`config.mk`:
```
export PLATFORM = sky130hd
export DESIGN_NAME = ssp_rx_fifo_ctrl
export DESIGN_NICKNAME = d
export VERILOG_FILES = /design/src/rtl/ssp_rx_fifo_ctrl.sv
export SDC_FILE = /design/constraint.sdc
export NUM_CORES = 1
export LEC_CHECK = 0
export CORE_MARGIN = 2
export CORE_UTILIZATION = 55
export DETAILED_ROUTE_END_ITERATION = 10
export DONT_BUFFER_PORTS = 1
export HOLD_SLACK_MARGIN = 0.02
export PLACE_DENSITY_LB_ADDON = 0.05
export SKIP_LAST_GASP = 1
export SLEW_MARGIN = 25
export SYNTH_ARGS = -nofsm -noshare
export SYNTH_HDL_FRONTEND = slang
export SYNTH_SLANG_ARGS = --single-unit
```
`constraint.sdc`:
```
create_clock -name SSPCLKIN -period 8.42 [get_ports SSPCLKIN]
set_input_delay 1.684 -clock SSPCLKIN [delete_from_list [all_inputs] [get_ports SSPCLKIN]]
set_output_delay 1.684 -clock SSPCLKIN [all_outputs]
set_load 0.01 [all_outputs]
```
`src/rtl/ssp_rx_fifo_ctrl.sv`:
```
// SSP receive-side FIFO controller: captures deserialized words into a circular
// buffer, serves a show-ahead consumer, and sequences enable/flush/overrun recovery.
module ssp_rx_fifo_ctrl #(
    parameter int N     = 8,
    parameter int DEPTH = 4,
    parameter int AW    = 2
) (
    input  logic          SSPCLKIN,
    input  logic          CLEAR,
    input  logic          RX_EN,
    input  logic [N-1:0]  RxData,
    input  logic          receive_signal,
    input  logic          RD_REQ,
    input  logic          OE_CLR,
    input  logic [AW:0]   RX_THRESH,
    output logic [N-1:0]  RD_DATA,
    output logic          RD_VALID,
    output logic          FIFO_FULL,
    output logic [AW:0]   LEVEL,
    output logic          SSPRXINTR,
    output logic          SSPOEINTR,
    output logic [1:0]    RX_STATE
);

    typedef enum logic [1:0] {
        ST_DISABLED = 2'b00,
        ST_RUN      = 2'b01,
        ST_OVERRUN  = 2'b10
    } rx_state_e;

    localparam logic [AW:0] DEPTH_L = (AW+1)'(DEPTH);

    rx_state_e       state_q, state_d;
    logic [AW-1:0]   wr_ptr_q, wr_ptr_d;
    logic [AW-1:0]   rd_ptr_q, rd_ptr_d;
    logic [AW:0]     level_q, level_d;
    logic [N-1:0]    rd_data_q, rd_data_d;
    logic            rd_valid_q, rd_valid_d;
    logic            full_q, full_d;
    logic            rx_intr_q, rx_intr_d;
    logic            oe_intr_q, oe_intr_d;
    logic [N-1:0]    mem_q [DEPTH];

    logic            push;
    logic            pop;
    logic            flush;
    logic            ovr_cond;

    // Flush wins over any strobe in the cycle RX_EN drops, so a flush is never an overrun.
    always_comb begin
        // NOTE: every always_comb output gets a default first so no latch can be inferred.
        state_d   = state_q;
        wr_ptr_d  = wr_ptr_q;
        rd_ptr_d  = rd_ptr_q;
        level_d   = level_q;
        oe_intr_d = oe_intr_q;

        pop      = RD_REQ & rd_valid_q;
        flush    = ~RX_EN | (state_q == ST_DISABLED);
        ovr_cond = RX_EN & receive_signal & full_q & ~pop & (state_q != ST_DISABLED);
        push     = RX_EN & receive_signal & (state_q == ST_RUN) & (~full_q | pop);

        case (state_q)
            ST_DISABLED: if (RX_EN) state_d = ST_RUN;
            ST_RUN: begin
                if (!RX_EN)        state_d = ST_DISABLED;
                else if (ovr_cond) state_d = ST_OVERRUN;
            end
            ST_OVERRUN: begin
                if (!RX_EN)                   state_d = ST_DISABLED;
                else if (OE_CLR && !ovr_cond) state_d = ST_RUN;
            end
            default: state_d = ST_DISABLED;
        endcase

        // A fresh overrun beats a same-cycle clear.
        if (ovr_cond)    oe_intr_d = 1'b1;
        else if (OE_CLR) oe_intr_d = 1'b0;

        if (flush) begin
            wr_ptr_d = '0;
            rd_ptr_d = '0;
            level_d  = '0;
        end else begin
            wr_ptr_d = wr_ptr_q + AW'(push);
            rd_ptr_d = rd_ptr_q + AW'(pop);
            case ({push, pop})
                2'b10:   level_d = level_q + 1'b1;
                2'b01:   level_d = level_q - 1'b1;
                default: level_d = level_q;
            endcase
        end

        // Bypass the word being written when it becomes the new head this cycle.
        if (push && (wr_ptr_q == rd_ptr_d)) rd_data_d = RxData;
        else                                rd_data_d = mem_q[rd_ptr_d];

        rd_valid_d = (level_d != '0);
        full_d     = (level_d == DEPTH_L);
        rx_intr_d  = (RX_THRESH != '0) && (level_d >= RX_THRESH);
    end

    // NOTE: sequential state uses non-blocking assignments only.
    always_ff @(posedge SSPCLKIN or posedge CLEAR) begin
        if (CLEAR) begin
            state_q    <= ST_DISABLED;
            wr_ptr_q   <= '0;
            rd_ptr_q   <= '0;
            level_q    <= '0;
            rd_data_q  <= '0;
            rd_valid_q <= 1'b0;
            full_q     <= 1'b0;
            rx_intr_q  <= 1'b0;
            oe_intr_q  <= 1'b0;
        end else begin
            state_q    <= state_d;
            wr_ptr_q   <= wr_ptr_d;
            rd_ptr_q   <= rd_ptr_d;
            level_q    <= level_d;
            rd_data_q  <= rd_data_d;
            rd_valid_q <= rd_valid_d;
            full_q     <= full_d;
            rx_intr_q  <= rx_intr_d;
            oe_intr_q  <= oe_intr_d;
        end
    end

    // NOTE: storage is deliberately not reset; emptiness is tracked by pointers and LEVEL.
    always_ff @(posedge SSPCLKIN) begin
        if (push) mem_q[wr_ptr_q] <= RxData;
    end

    assign RD_DATA   = rd_data_q;
    assign RD_VALID  = rd_valid_q;
    assign FIFO_FULL = full_q;
    assign LEVEL     = level_q;
    assign SSPRXINTR = rx_intr_q;
    assign SSPOEINTR = oe_intr_q;
    assign RX_STATE  = state_q;

endmodule

```
======== Word level (Yosys, flattened, before mapping) ========
Memories as Yosys holds them, arrays and structs flattened. A register that Yosys moved wholly into a read port is not among the register bits.
Cells that the tools add are included.
operators by class
  add/subtract/negate cells ............... 4
  $lt $le $gt $ge ......................... 1
  equality and inequality tests ........... 8
  muxes and demuxes ....................... 14
  bitwise gates (word level) .............. 12
  reductions and logical operators ........ 9
operators by type and width
  operator             number
  $mux 2               7
  $and 1x1->1          7
  $ne 3x3->1 const B   2
  $pmux 2 s3           1
  $pmux 3 s2           1
  $reduce_bool 3->1    2
  $add 2x1->2          2
  $eq 2x1->1 const B   2
  $eq 2x2->1 const B   2
  $mux 1               4
  $reduce_bool 2->1    2
  $add 3x1->3 const B  1
  $eq 3x3->1 const B   1
  $ge 3x3->1           1
  $mux 3               1
  $not 1->1            3
  $reduce_and 3->1     1
  $sub 3x1->3 const B  1
  $logic_and 1x1->1    2
  $logic_not 2->1      1
  $ne 2x2->1 const B   1
  $or 1x1->1           2
  $logic_not 1->1      1
storage, ports and cells
  register bits ........................... 13
  bits in writable memories ............... 32
  input bits .............................. 17
  logic and storage cells ................. 57
  memories kept ........................... 1
memories
  name   words  bits a word  rd ports  clocked after Yosys merged registers in  wr ports  RTL line  RTL
  mem_q  4      8            1         1                                        1         42        logic [N-1:0] mem_q [DEPTH];

======== Depth between registers and ports, before layout ========
  depth after elaboration ................. 9
  depth in mapped cells ................... 12
  gate-level depth less buffers ........... 11

======== Least setup slack after synthesis ========
No wires, ideal clock.
  path kind ............................... input to register
  from .................................... input port RX_EN
  to ...................................... register rx_intr_q, in the netlist SSPRXINTR
  arrival time ............................ 4.009 ns
  path slack .............................. 4.291 ns
  stages on the path ...................... 12
  path buffers ............................ 1
  cell sequence ........................... buf_4 > nand2_1 > or4b_4 > ha_1 > fa_1 > xnor2_1 > o21a_1 > o21ai_0 > inv_1 > ha_1 > a21oi_1 > nor2_1
on the way
  cells in the longest elaborated chain, start to end .. 8
  elaborated cells between the ends (all ways) .. 11
  those cells by class .................... 1 x order compare; 2 x eq/ne; 2 x mux; 5 x bitwise; 1 x reduce/logical
RTL lines
  element                                   RTL line  RTL
  start: declaration                        10        input logic RX_EN,
  $and 1x1->1 (3 in series)                 61        push = RX_EN & receive_signal & (state_q == ST_RUN) & (~full_q | pop);
  $eq 2x1->1 or $eq 2x2->1 (tied branches)  87        case ({push, pop})
  $pmux 3 s2                                87
  $mux 3 (*)                                80        if (flush) begin
  via level_d[2]                            36        logic [AW:0] level_q, level_d;
  $ge 3x3->1 (*)                            100       rx_intr_d = (RX_THRESH != '0) && (level_d >= RX_THRESH);
  $logic_and 1x1->1 (*)                     100
  via rx_intr_d                             40        logic rx_intr_q, rx_intr_d;
  end signal: assignment                    123       rx_intr_q <= rx_intr_d;
  end: declaration                          40
Mark *: on every way through the listed nets, which the timed path passes. The rest lies on a longest branch.
A chain may end at the register's enable or synchronous reset.

======== Final worst setup path ========
  from .................................... input port RD_REQ
  to ...................................... register rx_intr_q, in the netlist SSPRXINTR
on the way
  cells in the longest elaborated chain, start to end .. 8
  elaborated cells between the ends (all ways) .. 9
  those cells by class .................... 1 x order compare; 2 x eq/ne; 2 x mux; 3 x bitwise; 1 x reduce/logical
RTL lines
  element                                   RTL line  RTL
  start: declaration                        13        input logic RD_REQ,
  $and 1x1->1 (*)                           58        pop = RD_REQ & rd_valid_q;
  $or 1x1->1                                61
  $and 1x1->1                               61
  $eq 2x1->1 or $eq 2x2->1 (tied branches)  87
  $pmux 3 s2 (*)                            87
  $mux 3 (*)                                80
  via level_d[2]                            36
  $ge 3x3->1 (*)                            100
  $logic_and 1x1->1 (*)                     100
  via rx_intr_d                             40
Marks and branches as above.

==> flow_results.xml <==
<?xml version="1.0" encoding="UTF-8"?>
<metrics>
  <group name="clocking">
    <metric name="cts.sink_count" unit="">53</metric>
    <metric name="cts.repair_timing.setup_buffer_count" unit="">0</metric>
    <metric name="clkLatencyLatePin" unit="ns">0.29</metric>
    <metric name="tritoncts" unit="">built</metric>
    <metric name="cts.clk_slew.worst_paths" unit="ns">0.09</metric>
    <metric name="cts-resized-gates" unit="">0</metric>
    <metric name="cts_root_buffer" unit="">clkbuf_8</metric>
    <metric name="cts_buffers" unit="">5</metric>
    <metric name="ctsHtreeMaxLevel" unit="">2</metric>
    <metric name="postCtsHoldBufs" unit="">0</metric>
    <metric name="clock_tree.buffer_depth" unit="">2</metric>
  </group>
  <group name="global_routing">
    <metric name="grt_max_degree" unit="">22</metric>
    <metric name="grt_first_pass_wirelength" unit="µm">6775</metric>
    <metric name="grt_antenna_before_repair" unit="">0</metric>
    <metric name="global_route.usage.total" unit="%">18.66</metric>
    <metric name="global_route.overflow_total" unit="">0</metric>
    <metric name="vias_in_the_first_global_route" unit="">1351</metric>
  </group>
  <group name="floorplanning">
    <metric name="initial_utilization" unit="%">57.79</metric>
    <metric name="design.portCount" unit="">34</metric>
    <metric name="dieWidth" unit="µm">69.30</metric>
    <metric name="placeableCoreArea" unit="mm²">0.004058</metric>
    <metric name="std_cell_rows" unit="">23</metric>
    <metric name="die_area" unit="mm²">0.004802</metric>
    <metric name="die_extent_in_y" unit="µm">69.30</metric>
  </group>
  <group name="yosys">
    <metric name="yosysTopAreaCell" unit="">edfxtp_1</metric>
    <metric name="netlist_area" unit="mm²">0.002345</metric>
    <metric name="ys.warnings.count" unit="">0</metric>
    <metric name="post_synth_most_frequent_cells" unit="">edfxtp_1 (32), dfrtp_1 (21), inv_1 (14)</metric>
    <metric name="async_flop_share" unit="%">39.62</metric>
    <metric name="synth_edf_count" unit="">32</metric>
    <metric name="synth_top_area_share" unit="%">40.98</metric>
    <metric name="avg_inst_size_synth" unit="µm²">13.63</metric>
    <metric name="yosysMostFrequentCell" unit="">edfxtp_1</metric>
    <metric name="synth_cells" unit="">172</metric>
    <metric name="synth.distinct_cells" unit="">48</metric>
    <metric name="synth-seq-cells" unit="">53</metric>
    <metric name="yosys-top-cells-area" unit="">edfxtp_1 (41%), dfrtp_1 (22%), mux2i_1 (3.4%)</metric>
    <metric name="ys_seq_area_share" unit="%">63.39</metric>
    <metric name="synth_flop_cell" unit="">edfxtp_1</metric>
    <metric name="postSynthNetCount" unit="">196</metric>
  </group>
  <group name="power">
    <metric name="power.leakage" unit="µW">0.0009659</metric>
    <metric name="irDropWorstVdd" unit="mV">0.1342</metric>
    <metric name="fin_total_pwr" unit="µW">431.8</metric>
    <metric name="powerDensity" unit="mW/mm²">173.2</metric>
  </group>
  <group name="worst_setup_path">
    <metric name="cp_max_fo" unit="">4</metric>
    <metric name="worstPathRequired" unit="ns">8.60</metric>
    <metric name="r2r_start" unit="">FIFO_FULL</metric>
    <metric name="timing.critical_path.from" unit="">RD_REQ</metric>
    <metric name="critPathLaunchType" unit="">input pin</metric>
    <metric name="crit_type" unit="">input pin to flip-flop</metric>
    <metric name="cp-end-kind" unit="">flip-flop</metric>
    <metric name="regToRegSetupSlack" unit="ns">5.34</metric>
    <metric name="worst_path_arrival_time" unit="ns">4.15</metric>
  </group>
  <group name="placement">
    <metric name="portBuffers" unit="">0</metric>
    <metric name="dp_hpwl" unit="µm">2779</metric>
    <metric name="pre_cts_slack" unit="ns">4.160</metric>
    <metric name="finalWeightedCongestion" unit="">0.7192</metric>
  </group>
  <group name="timing">
    <metric name="hold_viol" unit="">0</metric>
    <metric name="worst_slack" unit="ns">4.455</metric>
    <metric name="max_freq" unit="MHz">252.2</metric>
    <metric name="max-slew-margin-rel" unit="%">42.22</metric>
    <metric name="clock_skew" unit="ns">0.007106</metric>
    <metric name="final_min_period_over_clock_period" unit="%">47.08</metric>
    <metric name="final-setup-viol-count" unit="">0</metric>
    <metric name="totalNegativeSetupSlack" unit="ns">0</metric>
    <metric name="grt_setup_unrepaired" unit="">false</metric>
    <metric name="timing.final.crit_period" unit="ns">3.965</metric>
    <metric name="worst_pin_slew" unit="ns">0.8657</metric>
    <metric name="timing_max_transition_violations_final" unit="">0</metric>
    <metric name="hold_ws" unit="ns">0.5912</metric>
  </group>
  <group name="detailed_routing">
    <metric name="postRouteAntennaNets" unit="">0</metric>
    <metric name="drt-vias-per-instance" unit="">5.965</metric>
    <metric name="iteration_0_drc_count_of_the_detailed_router" unit="">135</metric>
    <metric name="detail_route.drc_violations" unit="">0</metric>
    <metric name="routed_wl" unit="µm">4279</metric>
    <metric name="routedWlPerCell" unit="µm">18.93</metric>
    <metric name="route.vias.total" unit="">1348</metric>
    <metric name="dr.pass1.iters" unit="">4</metric>
  </group>
  <group name="hold_path">
    <metric name="holdCritStartpoint" unit="">SSPOEINTR</metric>
    <metric name="min_path_type" unit="">flip-flop to flip-flop</metric>
  </group>
  <group name="cells_and_area">
    <metric name="layout-area-overhead-vs-synth" unit="%">6.350</metric>
    <metric name="multiInputGateArea" unit="µm²">774.5</metric>
    <metric name="n_diodes" unit="">0</metric>
    <metric name="layout.area.seq" unit="mm²">0.001486</metric>
    <metric name="n_fill_cell" unit="">299</metric>
    <metric name="nets" unit="">200</metric>
    <metric name="final_layout_size_suffix_gt1_share" unit="%">10.23</metric>
  </group>
  <group name="job">
    <metric name="count_of_max_cap_constraint_violations" unit="">0</metric>
  </group>
  <group name="outcome">
    <metric name="outcome" unit="">finished, final reports clean</metric>
  </group>
</metrics>
==> where the power goes <==
group          switching [µW]  internal [µW]
sequential               4.00            280
combinational            11.3           7.16
clock                    73.0           55.8
total                    88.4            343
==> per-layer routing <==
layer / GRT usage [%] / wire length (µm) / up-vias
li1: - / - / 646
met1: 25.71 / 1801 / 658
met5: 0 / 0 / -
met4: 6.972 / 50 / 0
met2: 27.99 / 2108 / 39
met3: 5.814 / 319 / 5
==> area by class of cell <==
class                           count  area share [%]
Multi-Input combinational cell     97           31.06
Clock buffer                        5           2.760
Inverter                           16           2.709
Timing Repair Buffer                3          0.9032
Clock inverter                      2          0.4516
Tap cell                           50           2.509
Sequential cell                    53           59.61
==> flip-flops by register name, summed over array words and instances (netlist names) <==
signal / count
RX_STATE: 2
RD_DATA: 8
RD_VALID: 1
SSPRXINTR: 1
mem_q: 32
rd_ptr_q: 2
wr_ptr_q: 2
FIFO_FULL: 1
LEVEL: 3
SSPOEINTR: 1
==> logic make-up (layout without fill, tap and decap cells) <==
logic type	after synthesis	in the layout	share of synthesized area [%]
AO/OA/AOI/OAI	28	28	8.485
XOR/XNOR	5	5	2.188
adder cells (fa/ha/maj)	7	7	4.055
buffers and inverters	22	26	4.055
flip-flops	53	53	63.39
multiplexers	15	15	6.777
AND/OR/NAND/NOR	42	42	11.05
==> worst max-delay path, stage by stage <==
cell	delay, ns
a21boi_1	0.09
or4b_4	0.58
ha_1	0.24
fa_1	0.38
xnor2_1	0.16
o21a_1	0.17
o21ai_0	0.28
inv_1	0.11
ha_1	0.28
a21oi_1	0.12
nor2_1	0.05
==> stage by stage <==
| step | instance area [µm²] | util (%) | std cells |
|---|---|---|---|
| finish | 2494 | 61.46 | 226 |
| global route | 2494 | 61.46 | 226 |
| CTS | 2486 | 61.27 | 226 |
| detailed placement | 2406 | 59.30 | 219 |
| global placement | 2402 | 59.20 | 219 |
| floorplan | 2345 | - | 172 |
==> placed cells by master (no fill, tap or decap), types with 2 or more instances in the layout <==
cell type,count
a21oi_1,2
a221oi_1,6
and2_1,3
and3_1,2
buf_4,3
clkbuf_8,5
dfrtp_1,21
edfxtp_1,32
ha_1,6
inv_1,14
mux2_1,6
mux2i_1,8
nand2_1,4
nand2b_1,4
nor2_1,7
nor2b_1,3
nor3_1,3
nor4_1,7
o2111ai_1,2
o21a_1,3
o21ai_0,3
o21ai_1,2
o22ai_1,2
xnor2_1,2
xnor2_2,2
==> final timing paths <==
| kind | end | cells after the start |
|---|---|---|
| setup / recovery | SSPRXINTR | 11 |
| hold / removal | SSPOEINTR | 2 |
| setup reg to reg | SSPRXINTR | 11 |
| hold reg to reg | SSPOEINTR | 2 |
| max in group asynchronous | RD_DATA[6] | 1 |
| min in group asynchronous | RD_VALID | 1 |
No activity file was read; power rests on OpenSTA's default activity.
